**config.mk**
```make
export PLATFORM = sky130hd
export DESIGN_NAME = bram_lsu_flat
export DESIGN_NICKNAME = d
export VERILOG_FILES = /design/src/rtl/bram_lsu_pkg.sv /design/src/rtl/bram_lsu_if.sv /design/src/rtl/bram_lsu_fmt.sv /design/src/rtl/bram_lsu.sv /design/src/flat_wrapper.sv
export SDC_FILE = /design/constraint.sdc
export NUM_CORES = 1
export LEC_CHECK = 0
export ABC_AREA = 1
export CAP_MARGIN = 20
export CORE_MARGIN = 2
export CORE_UTILIZATION = 38
export CTS_BUF_LIST = sky130_fd_sc_hd__clkbuf_4 sky130_fd_sc_hd__clkbuf_8 sky130_fd_sc_hd__clkbuf_16
export DETAILED_ROUTE_END_ITERATION = 16
export PLACE_DENSITY = 0.92
export SYNTH_ARGS = -nofsm -noshare
export SYNTH_HDL_FRONTEND = slang
export SYNTH_HIERARCHICAL = 1
export SYNTH_SLANG_ARGS = --single-unit
```
**constraint.sdc**
```tcl
create_clock -name clk -period 1.7 [get_ports clk]
set_input_delay 0.255 -clock clk [delete_from_list [all_inputs] [get_ports clk]]
set_output_delay 0.255 -clock clk [all_outputs]
set_load 0.02 [all_outputs]
```
**src/rtl/bram_lsu_pkg.sv**
```systemverilog
// Shared types and helpers for the BRAM load/store unit: access sizes, FSM states,
// byte-enable generation and store-data replication.
package bram_lsu_pkg;

  typedef enum logic [1:0] {
    SZ_B   = 2'd0,
    SZ_H   = 2'd1,
    SZ_W   = 2'd2,
    SZ_RSV = 2'd3
  } mem_size_e;

  typedef enum logic [1:0] {
    IDLE    = 2'd0,
    RD_WAIT = 2'd1,
    RD_CAP  = 2'd2,
    RESP    = 2'd3
  } lsu_state_e;

  function automatic logic [3:0] byte_en(input mem_size_e size, input logic [1:0] off);
    logic [3:0] be;
    case (size)
      SZ_B:    be = 4'b0001 << off;
      SZ_H:    be = off[1] ? 4'b1100 : 4'b0011;
      SZ_W:    be = 4'b1111;
      default: be = 4'b0000;
    endcase
    return be;
  endfunction

  // Narrow stores are copied into every lane so the byte enables alone pick the target bytes.
  function automatic logic [31:0] replicate(input mem_size_e size, input logic [31:0] data);
    logic [31:0] rep;
    case (size)
      SZ_B:    rep = {4{data[7:0]}};
      SZ_H:    rep = {2{data[15:0]}};
      default: rep = data;
    endcase
    return rep;
  endfunction

  function automatic logic is_misaligned(input mem_size_e size, input logic [1:0] off);
    return ((size == SZ_H) && off[0]) || ((size == SZ_W) && (off != 2'b00));
  endfunction

endpackage

```
**src/rtl/bram_lsu_if.sv**
```systemverilog
// Request/response channel to the execute stage plus the BRAM port of the LSU.
// The slave modport is the LSU; the master modport is its environment (core and BRAM).
interface bram_lsu_if #(
  parameter int ADDR_WIDTH = 15
) ();

  logic                  req_valid;
  logic                  req_ready;
  logic                  req_we;
  logic [1:0]            req_size;
  logic                  req_unsigned;
  logic [31:0]           req_addr;
  logic [31:0]           req_wdata;
  logic                  rsp_valid;
  logic                  rsp_ready;
  logic [31:0]           rsp_rdata;
  logic                  rsp_err;
  logic [ADDR_WIDTH-1:0] bram_addr;
  logic [31:0]           bram_din;
  logic [31:0]           bram_dout;
  logic                  bram_en;
  logic [3:0]            bram_we;
  logic                  bram_reset;

  modport master (
    output req_valid, req_we, req_size, req_unsigned, req_addr, req_wdata,
    output rsp_ready, bram_dout,
    input  req_ready, rsp_valid, rsp_rdata, rsp_err,
    input  bram_addr, bram_din, bram_en, bram_we, bram_reset
  );

  modport slave (
    input  req_valid, req_we, req_size, req_unsigned, req_addr, req_wdata,
    input  rsp_ready, bram_dout,
    output req_ready, rsp_valid, rsp_rdata, rsp_err,
    output bram_addr, bram_din, bram_en, bram_we, bram_reset
  );

endinterface

```
**src/rtl/bram_lsu_fmt.sv**
```systemverilog
// Load-data formatter: shifts the addressed byte/half down to bit 0 and sign- or
// zero-extends it to 32 bits.
module bram_lsu_fmt
  import bram_lsu_pkg::*;
(
  input  logic [31:0] dout_i,
  input  logic [1:0]  off_i,
  input  mem_size_e   size_i,
  input  logic        uns_i,
  output logic [31:0] rdata_o
);

  logic [31:0] shifted;

  assign shifted = dout_i >> {off_i, 3'b000};

  always_comb begin
    rdata_o = '0;
    case (size_i)
      SZ_B:    rdata_o = {{24{shifted[7] & ~uns_i}}, shifted[7:0]};
      SZ_H:    rdata_o = {{16{shifted[15] & ~uns_i}}, shifted[15:0]};
      SZ_W:    rdata_o = shifted;
      default: rdata_o = '0;
    endcase
  end

endmodule

```
**src/rtl/bram_lsu.sv**
```systemverilog
// Single-outstanding load/store unit in front of a 32-bit data BRAM.
// Define BRAM_LSU_DOUT_REG_EN when the BRAM output register is enabled (adds RD_WAIT).
module bram_lsu
  import bram_lsu_pkg::*;
#(
  parameter int          DATA_WIDTH = 32,
  parameter int          ADDR_WIDTH = 15,
  parameter logic [31:0] BASE_ADDR  = 32'h0000_0000
) (
  input  logic       clk,
  input  logic       rst,
  bram_lsu_if.slave  bus
);

  lsu_state_e            state_q, state_d;
  logic [1:0]            off_q, off_d;
  mem_size_e             size_q, size_d;
  logic                  uns_q, uns_d;
  logic [DATA_WIDTH-1:0] rdata_q, rdata_d;
  logic                  err_q, err_d;

  mem_size_e   reqSize;
  logic        reqErr;
  logic        accept;
  logic        bramEn;
  logic [31:0] fmtData;

  assign reqSize = mem_size_e'(bus.req_size);
  assign reqErr  = is_misaligned(reqSize, bus.req_addr[1:0])
                || (bus.req_addr[31:ADDR_WIDTH+2] != BASE_ADDR[31:ADDR_WIDTH+2])
                || (reqSize == SZ_RSV);

  assign bus.req_ready = (state_q == IDLE) && !rst;
  assign accept        = bus.req_valid && bus.req_ready;
  assign bramEn        = accept && !reqErr;

  // BRAM port is driven straight from the request so the access happens in the accept cycle.
  assign bus.bram_en    = bramEn;
  assign bus.bram_we    = (bramEn && bus.req_we) ? byte_en(reqSize, bus.req_addr[1:0]) : 4'b0000;
  assign bus.bram_addr  = bus.req_addr[ADDR_WIDTH+1:2];
  assign bus.bram_din   = replicate(reqSize, bus.req_wdata);
  assign bus.bram_reset = rst;

  assign bus.rsp_valid = (state_q == RESP);
  assign bus.rsp_rdata = rdata_q;
  assign bus.rsp_err   = err_q;

  bram_lsu_fmt u_fmt (
    .dout_i  (bus.bram_dout),
    .off_i   (off_q),
    .size_i  (size_q),
    .uns_i   (uns_q),
    .rdata_o (fmtData)
  );

  always_ff @(posedge clk) begin
    if (rst) begin
      state_q <= IDLE;
      off_q   <= 2'b00;
      size_q  <= SZ_B;
      uns_q   <= 1'b0;
      rdata_q <= '0;
      err_q   <= 1'b0;
    end else begin
      state_q <= state_d;
      off_q   <= off_d;
      size_q  <= size_d;
      uns_q   <= uns_d;
      rdata_q <= rdata_d;
      err_q   <= err_d;
    end
  end

  // Response registers only change on accept and load capture, so they hold while RESP stalls.
  always_comb begin
    state_d = state_q;
    off_d   = off_q;
    size_d  = size_q;
    uns_d   = uns_q;
    rdata_d = rdata_q;
    err_d   = err_q;
    case (state_q)
      IDLE: begin
        if (accept) begin
          off_d   = bus.req_addr[1:0];
          size_d  = reqSize;
          uns_d   = bus.req_unsigned;
          err_d   = reqErr;
          rdata_d = '0;
          if (bus.req_we || reqErr) begin
            state_d = RESP;
          end else begin
`ifdef BRAM_LSU_DOUT_REG_EN
            state_d = RD_WAIT;
`else
            state_d = RD_CAP;
`endif
          end
        end
      end
      RD_WAIT: state_d = RD_CAP;
      RD_CAP: begin
        rdata_d = fmtData;
        state_d = RESP;
      end
      RESP: begin
        if (bus.rsp_ready) state_d = IDLE;
      end
      default: state_d = IDLE;
    endcase
  end

endmodule
```
**src/flat_wrapper.sv**
```systemverilog
// flat-port wrapper written by rule: the top's interface ports become plain ports
module bram_lsu_flat import bram_lsu_pkg::*;
#(
  parameter int          DATA_WIDTH = 32,
  parameter int          ADDR_WIDTH = 15,
  parameter logic [31:0] BASE_ADDR  = 32'h0000_0000
)
  (clk, rst, bus_req_valid, bus_req_we, bus_req_size, bus_req_unsigned, bus_req_addr, bus_req_wdata, bus_rsp_ready, bus_bram_dout, bus_req_ready, bus_rsp_valid, bus_rsp_rdata, bus_rsp_err, bus_bram_addr, bus_bram_din, bus_bram_en, bus_bram_we, bus_bram_reset);
  bram_lsu_if #(.ADDR_WIDTH(ADDR_WIDTH)) bus_i ();
  input  logic clk;
  input  logic rst;
  input wire logic [$bits(bus_i.req_valid)-1:0] bus_req_valid;
  input wire logic [$bits(bus_i.req_we)-1:0] bus_req_we;
  input wire logic [$bits(bus_i.req_size)-1:0] bus_req_size;
  input wire logic [$bits(bus_i.req_unsigned)-1:0] bus_req_unsigned;
  input wire logic [$bits(bus_i.req_addr)-1:0] bus_req_addr;
  input wire logic [$bits(bus_i.req_wdata)-1:0] bus_req_wdata;
  input wire logic [$bits(bus_i.rsp_ready)-1:0] bus_rsp_ready;
  input wire logic [$bits(bus_i.bram_dout)-1:0] bus_bram_dout;
  output wire logic [$bits(bus_i.req_ready)-1:0] bus_req_ready;
  output wire logic [$bits(bus_i.rsp_valid)-1:0] bus_rsp_valid;
  output wire logic [$bits(bus_i.rsp_rdata)-1:0] bus_rsp_rdata;
  output wire logic [$bits(bus_i.rsp_err)-1:0] bus_rsp_err;
  output wire logic [$bits(bus_i.bram_addr)-1:0] bus_bram_addr;
  output wire logic [$bits(bus_i.bram_din)-1:0] bus_bram_din;
  output wire logic [$bits(bus_i.bram_en)-1:0] bus_bram_en;
  output wire logic [$bits(bus_i.bram_we)-1:0] bus_bram_we;
  output wire logic [$bits(bus_i.bram_reset)-1:0] bus_bram_reset;
  assign bus_i.req_valid = bus_req_valid;
  assign bus_i.req_we = bus_req_we;
  assign bus_i.req_size = bus_req_size;
  assign bus_i.req_unsigned = bus_req_unsigned;
  assign bus_i.req_addr = bus_req_addr;
  assign bus_i.req_wdata = bus_req_wdata;
  assign bus_i.rsp_ready = bus_rsp_ready;
  assign bus_i.bram_dout = bus_bram_dout;
  assign bus_req_ready = bus_i.req_ready;
  assign bus_rsp_valid = bus_i.rsp_valid;
  assign bus_rsp_rdata = bus_i.rsp_rdata;
  assign bus_rsp_err = bus_i.rsp_err;
  assign bus_bram_addr = bus_i.bram_addr;
  assign bus_bram_din = bus_i.bram_din;
  assign bus_bram_en = bus_i.bram_en;
  assign bus_bram_we = bus_i.bram_we;
  assign bus_bram_reset = bus_i.bram_reset;
  bram_lsu #(.DATA_WIDTH(DATA_WIDTH), .ADDR_WIDTH(ADDR_WIDTH), .BASE_ADDR(BASE_ADDR)) u_core (.clk(clk), .rst(rst), .bus(bus_i));
endmodule
```
==> impl_metrics.yaml, run 1 <==
yosys:
  synth_common_cells: "nand2_1 (138), nand3_1 (93), dfxtp_1 (40), a21oi_1 (39), inv_1 (38)"
  async_reset_ff_share_pct: 0
  synth_compound_area_share_pct: 15.4
  avgSynthCellArea_um2: 6.16
  seq_area_frac_synth_pct: 25.4
  yosysMostFrequentCell: "nand2_1"
  synthAdderAreaFrac_pct: 0
  synthSimpleGateAreaFrac_pct: 41.1
  synth.distinct_cells: 29
  muxShareOfSynthArea_pct: 0
  synth_top_family_by_area: "simple AND/OR/NAND/NOR gates"
  synth-edff-count: 0
  syn_inst: 512
  synthTopCellsByArea: "dfxtp_1 (25%), nand2_1 (16%), nand3_1 (15%)"
  synth_area_leader_cell: "dfxtp_1"
  synth-seq-cells: 40
  ys_warn_count: 6
  synth_ff_type: "dfxtp_1"
  synth_area_um2: 3150
  synthXorXnorAreaFrac_pct: 0
  synthDominantCellAreaShare_pct: 25.4
  synth_fp_nets: 616
cells_and_area:
  fin_area_um2: 5020
  drive_gt1_share_pct: 17.2
  antenna_cells: 0
  synthToLayoutAreaGrowth_pct: 59.4
  nets: 773
pwr:
  powerDensity_nw_per_um2: 656
  max-vdd-ir-drop_v: 0.000333
  p_leak_uw: 0.00229
critical_path:
  crit_type: "in2out"
  arrival_ns: 1.55
  crit_path_end_kind: "output pin"
  critPathMaxFanout: 16
  start_kind: "input port"
  required_ns: 1.44
floorplanning:
  dieArea_um2: 9040
  die_w_um: 95.1
  core-area_um2: 8130
  fp.dieH_um: 95.1
  rows: 33
  ios: 192
  initial_utilization_pct: 38.8
timing:
  finalCritPeriodShare_pct: 106
  setup_slack_ns: -0.109
  skew_ns: 0.0115
  hold_viol: 0
  setup_viol: 11
  layout_min_cycle_time_ns: 1.81
  slew_violations: 0
  rsz0062_at_grt: "true"
  max_slew_margin_pct: 69.3
  fmax_mhz: 553
  worst-slew-pin-transition_ns: 0.460
route:
  drc: 0
  wl_per_cell_um: 15.7
  drt_wl_total_um: 12200
  vias: 4201
  firstDrtPassIters: 5
  drt.antenna.violating_nets: 0
  drt-vias-per-instance: 5.42
  drt_iter0_markers: 372
run:
  cap_violations: 0
global_routing:
  grt.overflow.total: 0
  grt_pass1_vias: 4072
  antenna_found_initial: 0
  grt_usage_pct: 26.4
  grt_max_degree: 43
  grt_pass1_wl_um: 18900
clock_network:
  cts_hold_buffers: 0
  clockBufferDepth: 2
  h-tree-depth: 2
  clock-sinks: 40
  cts_tree: "yes"
  cts-buffers-inserted: 5
  cts.clk_slew.worst_paths_ns: 0.07
  clk_latency_ns: 0.30
  cts_root_buffer: "clkbuf_8"
placed_design:
  gp_congestion: 1.03
  post-place-ws_ns: -0.882
  placed_cell_area_um2: 4790
  io_buffers: 161
  dpl.hpwl_um: 9110
outcome:
  outcome: "complete, but fails checks"
  failed_checks: "setup timing"
worst_hold_path:
  hp-class: "in2reg"
worst max-delay path, cell delays in order:
cell           delay [ns]
buf_2                0.14
buf_4                0.17
nor2_1               0.14
buf_4                0.23
nand2_1              0.11
o211ai_1             0.13
dlygate4sd2_1        0.36
area by class of cell:
class	instances	area, um2
fill	724	3110
timing repair buffer	210	1950
multi-input combinational	371	1860
sequential	40	805
inverter	41	159
tap	105	131
clock buffer	5	68.8
clock inverter	3	47.5
cell families (layout without fill, tap and decap cells):
group / after synthesis / in the layout
AND/OR/NAND/NOR: 286 / 286
flip-flops: 40 / 40
buffers and inverters: 101 / 259
AO/OA/AOI/OAI: 85 / 85
where the power goes:
group / internal (uW) / switching [uW] / leakage, uW
registers: 1020 / 59.0 / 0.000327
clock network: 442 / 358 / 0.0000583
logic: 624 / 792 / 0.00190
total: 2090 / 1210 / 0.00229
per-stage QoR:
step | power [uW] | hold slack, ns | std cells | setup TNS, ns | util, %
finish | 3300 | 0.404 | 775 | -0.586 | 61.8
global route | 3450 | 0.424 | 775 | -1.07 | 61.8
CTS | 3290 | 0.393 | 775 | -0.00726 | 61.5
detailed placement | 2530 | 0.472 | 754 | -21.30 | 58.9
global placement | 2490 | 0.468 | 754 | -17.75 | 58.9
floorplan | 1940 | 0.344 | 512 | 0 | -
registers in the layout (all words and copies together) (netlist names):
register	flops
u_core/bus.rsp_rdata	32
u_core/off_q	2
u_core/size_q	2
u_core/state_q	2
u_core/bus.rsp_err	1
u_core/uns_q	1
metal layers:
metal	GRT usage, %	wire length, um	vias up
li1	-	-	1964
met1	26.6	4200	1923
met2	51.6	6300	257
met3	5.06	1140	57
met4	12.1	559	0
met5	0	0	-
what timing repair did:
item,CTS,global route
buffers inserted,13,1
endpoints found under the setup margin,36,29
resized for setup,111,43
endpoints found under the hold margin,0,0
pin swaps,19,14
cell usage in the layout, fill, tap and decap left out, types with 2 or more instances in the layout:
cell               n
a21oi_1           38
a31oi_1            4
buf_12             3
buf_4             45
buf_6              5
clkbuf_2           9
clkbuf_8           5
clkdlybuf4s15_1   12
clkdlybuf4s15_2    3
clkdlybuf4s50_1  104
clkinv_4           2
dfxtp_1           37
dfxtp_2            3
dlygate4sd2_1     25
inv_1             37
inv_2              3
nand2_1          135
nand2_2            4
nand2_4            4
nand3_1           93
nand3_2            5
nand3_4            2
nor2_1            29
nor2_2             3
nor2_4             7
o211ai_1          13
o21ai_0           19
o21ai_1            5
o21ai_2            4
path summary, 6_finish.rpt:
check	startpoint	to	slack, ns	cells after the start
worst max-delay path	bus_req_size[1]	bus_bram_din[31]	-0.11	7
worst min-delay path	bus_req_size[1]	u_core/size_q[1]	0.40	4
worst max register to register	u_core/off_q[0]	u_core/bus.rsp_rdata[12]	0.16	7
worst min register to register	u_core/bus.rsp_rdata[17]	u_core/bus.rsp_rdata[17]	0.49	2
No activity file was read; power rests on OpenSTA's default activity.
==> run 2, diff against run 1 <==
Settings changed: CAP_MARGIN 20 to 5.
==> results of run 2 <==
Final layout, timing and power as in run 1 (identical DEF).
